### config.mk
export PLATFORM = sky130hd
export DESIGN_NAME = multicycle_ctrl
export DESIGN_NICKNAME = d
export VERILOG_FILES = /design/src/rtl/cpu_pkg.sv /design/src/rtl/multicycle_ctrl_mem_wait_timer.sv /design/src/rtl/multicycle_ctrl.sv
export SDC_FILE = /design/constraint.sdc
export NUM_CORES = 1
export LEC_CHECK = 0
export CAP_MARGIN = 20
export CORE_MARGIN = 2
export CORE_UTILIZATION = 60
export DETAILED_ROUTE_END_ITERATION = 7
export DONT_BUFFER_PORTS = 1
export MAX_ROUTING_LAYER = met4
export PLACE_DENSITY = 0.85
export SLEW_MARGIN = 20
export SYNTH_ARGS = -nofsm -noshare
export SYNTH_HDL_FRONTEND = slang
export SYNTH_SLANG_ARGS = --single-unit
### constraint.sdc
create_clock -name clk -period 2.1 [get_ports clk]
set_clock_uncertainty 0.1 [all_clocks]
set_input_delay 0.63 -clock clk [delete_from_list [all_inputs] [get_ports clk]]
set_output_delay 0.63 -clock clk [all_outputs]
set_load 0.02 [all_outputs]
### src/rtl/cpu_pkg.sv
// Shared encodings for the 16-bit multi-cycle CPU: opcodes, control FSM states, PC source codes.
package cpu_pkg;

  localparam logic [2:0] OP_RALU = 3'b000;
  localparam logic [2:0] OP_IALU = 3'b001;
  localparam logic [2:0] OP_LD   = 3'b010;
  localparam logic [2:0] OP_ST   = 3'b011;
  localparam logic [2:0] OP_BEQ  = 3'b100;
  localparam logic [2:0] OP_JMP  = 3'b101;
  localparam logic [2:0] OP_RSVD = 3'b110;
  localparam logic [2:0] OP_HALT = 3'b111;

  typedef enum logic [3:0] {
    ST_IDLE   = 4'd0,
    ST_FETCH  = 4'd1,
    ST_DECODE = 4'd2,
    ST_EXEC   = 4'd3,
    ST_MEM    = 4'd4,
    ST_WB     = 4'd5,
    ST_BRANCH = 4'd6,
    ST_JUMP   = 4'd7,
    ST_HALT   = 4'd8,
    ST_FAULT  = 4'd9
  } state_t;

  localparam logic [1:0] PC_SRC_INC    = 2'b00;
  localparam logic [1:0] PC_SRC_BRANCH = 2'b01;
  localparam logic [1:0] PC_SRC_JUMP   = 2'b10;

endpackage

### src/rtl/multicycle_ctrl_mem_wait_timer.sv
// Memory wait counter with timeout compare; reusable by any req/ready memory master.
module mem_wait_timer #(
  parameter int TIMEOUT = 15
) (
  input  logic clk,
  input  logic reset,
  input  logic i_start,
  input  logic i_active,
  input  logic i_ready,
  output logic o_timeout
);

  localparam int CW = (TIMEOUT > 0) ? $clog2(TIMEOUT + 1) : 1;
  localparam logic [CW-1:0] LAST = (TIMEOUT > 0) ? CW'(TIMEOUT - 1) : '0;

  logic [CW-1:0] r_cnt;

  // NOTE: sequential state uses non-blocking assignments so every flop samples pre-edge values.
  always_ff @(posedge clk or posedge reset) begin
    if (reset)
      r_cnt <= '0;
    else if (i_start)
      r_cnt <= '0;
    else if (i_active && !i_ready)
      r_cnt <= r_cnt + CW'(1);
  end

  // Fires in the last permitted wait cycle, so a ready arriving in that same cycle still wins.
  assign o_timeout = (TIMEOUT > 0) && i_active && !i_ready && (r_cnt == LAST);

endmodule

### src/rtl/multicycle_ctrl.sv
// Multi-cycle control FSM for the 16-bit CPU datapath.
// Optional retired-instruction counter enabled with `define CTRL_RETIRE_CNT_EN.
module multicycle_ctrl
  import cpu_pkg::*;
#(
  parameter int MEM_TIMEOUT = 15
) (
  input  logic        clk,
  input  logic        reset,
  input  logic        run,
  input  logic [2:0]  opcode,
  input  logic        zero,
  input  logic        mem_ready,
  output logic        mem_req,
  output logic        mem_we,
  output logic        iord,
  output logic        ir_write,
  output logic        pc_write,
  output logic [1:0]  pc_src,
  output logic        regwrite,
  output logic        reg_dest,
  output logic        memtoreg,
  output logic        aluop,
  output logic        branch,
  output logic        jump,
  output logic        halted,
`ifdef CTRL_RETIRE_CNT_EN
  output logic        fault,
  output logic [15:0] retire_cnt
`else
  output logic        fault
`endif
);

  state_t     r_state;
  state_t     w_next;
  logic [2:0] r_op_q;
  logic       w_retire;
  logic       w_timer_start;
  logic       w_timer_active;
  logic       w_timeout;

  always_ff @(posedge clk or posedge reset) begin
    if (reset) begin
      r_state <= ST_IDLE;
      r_op_q  <= OP_RALU;
    end else begin
      r_state <= w_next;
      if (r_state == ST_DECODE)
        r_op_q <= opcode;
    end
  end

  assign w_timer_active = (r_state == ST_FETCH) || (r_state == ST_MEM);
  assign w_timer_start  = ((w_next == ST_FETCH) || (w_next == ST_MEM)) && (w_next != r_state);

  mem_wait_timer #(
    .TIMEOUT (MEM_TIMEOUT)
  ) u_wait_timer (
    .clk       (clk),
    .reset     (reset),
    .i_start   (w_timer_start),
    .i_active  (w_timer_active),
    .i_ready   (mem_ready),
    .o_timeout (w_timeout)
  );

  // NOTE: every output gets a default before the case so no path can infer a latch.
  always_comb begin
    w_next   = r_state;
    w_retire = 1'b0;
    mem_req  = 1'b0;
    mem_we   = 1'b0;
    iord     = 1'b0;
    ir_write = 1'b0;
    pc_write = 1'b0;
    pc_src   = PC_SRC_INC;
    regwrite = 1'b0;
    reg_dest = 1'b0;
    memtoreg = 1'b0;
    aluop    = 1'b0;
    branch   = 1'b0;
    jump     = 1'b0;
    halted   = 1'b0;
    fault    = 1'b0;

    case (r_state)
      ST_IDLE: begin
        if (run)
          w_next = ST_FETCH;
      end
      ST_FETCH: begin
        mem_req = 1'b1;
        if (mem_ready) begin
          ir_write = 1'b1;
          pc_write = 1'b1;
          w_next   = ST_DECODE;
        end else if (w_timeout) begin
          w_next = ST_FAULT;
        end
      end
      ST_DECODE: begin
        // op_q is not loaded yet, so dispatch on the live IR field.
        case (opcode)
          OP_RALU, OP_IALU, OP_LD, OP_ST: w_next = ST_EXEC;
          OP_BEQ:                         w_next = ST_BRANCH;
          OP_JMP:                         w_next = ST_JUMP;
          OP_HALT:                        w_next = ST_HALT;
          default:                        w_next = ST_FAULT;
        endcase
      end
      ST_EXEC: begin
        aluop  = (r_op_q != OP_RALU);
        w_next = ((r_op_q == OP_RALU) || (r_op_q == OP_IALU)) ? ST_WB : ST_MEM;
      end
      ST_MEM: begin
        mem_req = 1'b1;
        iord    = 1'b1;
        mem_we  = (r_op_q == OP_ST);
        aluop   = 1'b1;
        if (mem_ready) begin
          if (r_op_q == OP_LD) begin
            w_next = ST_WB;
          end else begin
            w_retire = 1'b1;
            w_next   = run ? ST_FETCH : ST_IDLE;
          end
        end else if (w_timeout) begin
          w_next = ST_FAULT;
        end
      end
      ST_WB: begin
        regwrite = 1'b1;
        reg_dest = (r_op_q != OP_RALU);
        memtoreg = (r_op_q == OP_LD);
        w_retire = 1'b1;
        w_next   = run ? ST_FETCH : ST_IDLE;
      end
      ST_BRANCH: begin
        branch   = 1'b1;
        pc_src   = PC_SRC_BRANCH;
        pc_write = zero;
        w_retire = 1'b1;
        w_next   = run ? ST_FETCH : ST_IDLE;
      end
      ST_JUMP: begin
        jump     = 1'b1;
        pc_src   = PC_SRC_JUMP;
        pc_write = 1'b1;
        w_retire = 1'b1;
        w_next   = run ? ST_FETCH : ST_IDLE;
      end
      ST_HALT:  halted = 1'b1;
      ST_FAULT: fault  = 1'b1;
      default:  w_next = ST_FAULT;
    endcase
  end

`ifdef CTRL_RETIRE_CNT_EN
  logic [15:0] r_retire_cnt;

  always_ff @(posedge clk or posedge reset) begin
    if (reset)
      r_retire_cnt <= 16'h0000;
    else if (w_retire)
      r_retire_cnt <= r_retire_cnt + 16'h0001;
  end

  assign retire_cnt = r_retire_cnt;
`else
  logic w_retire_unused;
  assign w_retire_unused = w_retire;
`endif

endmodule

==> impl_results.md <==
* Synth Area in Compound Gates at 0.162
* Flop pwr share at 0.288
* Iter 0 DRT Violations at 38
* Post-Syn Area at between 800 and 900 µm²
* Ratio of cells with drive above 1 in the final layout at 0.553
* Drc violations at 0
* Async set or reset register ratio after synthesis at 1.00
* Worst path required time at 1.37 ns
* Core Box Area at 1330 µm²
* GPL Wtd Cong at 0.933
* Placement-stage cell area at 970 µm²
* Failing checks: setup timing
* Tcrit/Tclk final at 1.03
* Antenna diode instance count at 0
* Worst slew pin tran at 0.435 ns
* First-pass GRT wire length at 3.84 mm
* Combinational power share at 0.613
* Die ar. at 1790 µm²
* Num Clock Sinks at 11
* Crit path DAT at 1.44 ns
* Hold WS at 0.124 ns
* Count of cell types in the netlist at 42
* Largest family of logic cells by synthesized area: simple AND/OR/NAND/NOR gates
* Fin. Hold Viols at 0
* Number of port buffers at 0
* Die H at 42.3 µm
* Final Cell Area at 1200 µm²
* CTS Hold Bufs at 0
* Inserted Clock Buffers at 3
* Hold Path Class: input port to async pin
* Final Routed Wirelength at about 2.8 mm
* Leakage power total at around 0.54 nW
* Clock share of power at 0.099
* Detail Route Antenna Nets at 0
* Synthesized Nets at 111
* Simple-Gate Fraction of Synth Area at 0.308
* Initial antenna violation count at 0
* DR WL/cell at 20.6 µm
* Clock Latency Late Sink at 0.28 ns
* Post-Synth Adder-Cell Area at 0.0284
* Cell Pwr Density at between 1000 and 1500 nW/µm²
* FF+latch count, synth at 11
* Critical path peak fanout at 7
* Max-Cap Viols at 0
* Slew Limit Fails at 0
* Fillcell total at 56
* Post-synth EDFFs at 0
* Vias per cell at 6.64
* Overall Power at 0.00151 W
* Fmax at roughly 460 MHz
* Final Worst Setup Slack at -0.0726 ns
* Worst-path clk slew at 0.08 ns
* Vias in the first global route at 840
* Core Rows at 13
* Post-layout net count at about 130
* Post-synthesis xor/xnor area fraction at 0.0497
* Kind of end point of the critical path: primary output
* Yosys Warn Count at 0
* Starting Density at 0.660
* Post-detail-place hpwl at 1.56 mm
* Net Sw Frac at 0.459
* Status: finished, violations left
* CTS tree: yes
* Int Pwr at 0.000817 W
* WS Path Type: flop to primary output
* Dominant synthesized flop cell: dfrtp_1
* Synth-to-Final Area Change at 36.6%
* Largest net degree at the start of global routing at 12
* Period minus WS final at around 2.2 ns
* Slew headroom at 0.709
* Clk root buf: clkbuf_4
* GRT Overall Usage at 0.296
* Clock Tree Buf Depth at 2
* Mean Syn Cell Area at about 8.7 µm²
* Setup Viol. Count Final at 7
* Peak supply drop at about 0.91 mV
* Sequential share of the synthesized area at 0.313
* Total grt overflow at 0
* RSZ-0062 raised after global routing: true
* # IOs at 23
* DRT Pass-1 Iters at 4
* Multiplexer area fraction after synthesis at 0.0384
* Switching pwr at approximately 0.0007 W
* Chip Width at 42.3 µm
* H-tree depth at 1
* Routed via count at ~900
* Startpoint Class: flop
* Dpl ws at 0.193 ns
* Cells after Synth at 101
critical path, cell delays in order, from the launching register on:
cell and delay, ns:
dfrtp_2 0.48, or2_4 0.29, nor2_4 0.09, and4b_2 0.30
through the flow:
step / setup TNS [ns] / util / std cells
after floorplan: 0 / - / 101
after global placement: 0 / 0.727 / 124
after detailed placement: 0 / 0.727 / 124
after CTS: -0.0998 / 0.793 / 133
after global routing: -0.699 / 0.902 / 138
final: -0.280 / 0.902 / 138
flip-flops by register name (all words and copies together) (netlist names):
register / flops
u_wait_timer.r_cnt: 4
r_state: 4
r_op_q: 3
worst paths after layout:
check	start	slack, ns	endpoint	cells after the start
max in group asynchronous	reset	1.45	r_state[3]	1
setup / recovery	r_state[0]	-0.07	mem_we	3
min in group clk	opcode[0]	0.40	r_op_q[0]	1
hold reg to reg	r_state[3]	0.46	r_state[1]	1
hold / removal	reset	0.12	r_op_q[2]	1
setup reg to reg	r_state[0]	0.07	u_wait_timer.r_cnt[3]	7
layer usage:
| layer | track usage | vias to the layer above | wire length, µm |
|---|---|---|---|
| li1 | - | 398 | - |
| met1 | 0.360 | 446 | 1120 |
| met2 | 0.452 | 61 | 1430 |
| met3 | 0.0603 | 11 | 194 |
| met4 | 0.175 | 0 | 93 |
| met5 | - | - | 0 |
power by group through the flow:
stage	clock network (W)	registers [W]	logic, W
3_3_place_gp	0	0.000392	0.000631
2_1_floorplan	0	0.000354	0.000502
4_1_cts	0.000149	0.000400	0.000724
5_1_grt	0.000160	0.000447	0.000972
3_5_place_dp	0	0.000398	0.000647
6_report	0.000150	0.000436	0.000925
Yosys cell counts (2+ instances only):
master | instances | area share
nor2_1 | 12 | 0.051
dfrtp_1 | 11 | 0.31
nand2_1 | 7 | 0.030
inv_1 | 6 | 0.026
nor3_1 | 5 | 0.028
o21ai_0 | 4 | 0.023
a21oi_1 | 3 | 0.017
mux2_2 | 3 | 0.038
nand2b_1 | 3 | 0.021
xor2_1 | 3 | 0.030
buf_2 | 2 | 0.011
buf_4 | 2 | 0.017
buf_6 | 2 | 0.026
clkinv_1 | 2 | 0.0085
ha_1 | 2 | 0.028
nand3_1 | 2 | 0.011
nand4_1 | 2 | 0.014
nor3b_1 | 2 | 0.017
nor3b_2 | 2 | 0.028
nor4b_2 | 2 | 0.034
o211ai_1 | 2 | 0.017
xnor2_1 | 2 | 0.020
placed cells by master (no fill, tap or decap), types with 4 or more instances in the layout:
| cell | Yosys | layout |
|---|---|---|
| dfrtp_2 | 0 | 7 |
| dfrtp_1 | 11 | 4 |
| nand2_1 | 7 | 6 |
| inv_1 | 6 | 6 |
| o21ai_0 | 4 | 4 |
| buf_4 | 2 | 22 |
| buf_6 | 2 | 4 |
| nor2_1 | 12 | 9 |
cell type report:
| class | instances | area, µm² | share of cell area |
|---|---|---|---|
| timing repair buffer | 26 | 210 | 0.175 |
| inverter | 8 | 32.5 | 0.0270 |
| tap | 15 | 18.8 | 0.0156 |
| sequential | 11 | 284 | 0.236 |
| clock buffer | 4 | 26.3 | 0.0218 |
| multi-input combinational | 74 | 632 | 0.525 |
cells by family (layout without fill, tap and decap cells):
group | after synthesis | after routing
xor+xnor | 5 | 5
mux | 3 | 3
flops | 11 | 11
simple gates | 45 | 45
buf+inv | 16 | 38
compound gates | 19 | 19
fa+ha+maj | 2 | 2
what timing repair did:
item,in CTS,in global routing
setup buffers,5,5
resized for setup,9,24
endpoints found under the setup margin,7,11
hold endpoints to repair,0,0
pin swaps,5,7
No activity file was read; power rests on OpenSTA's default activity.
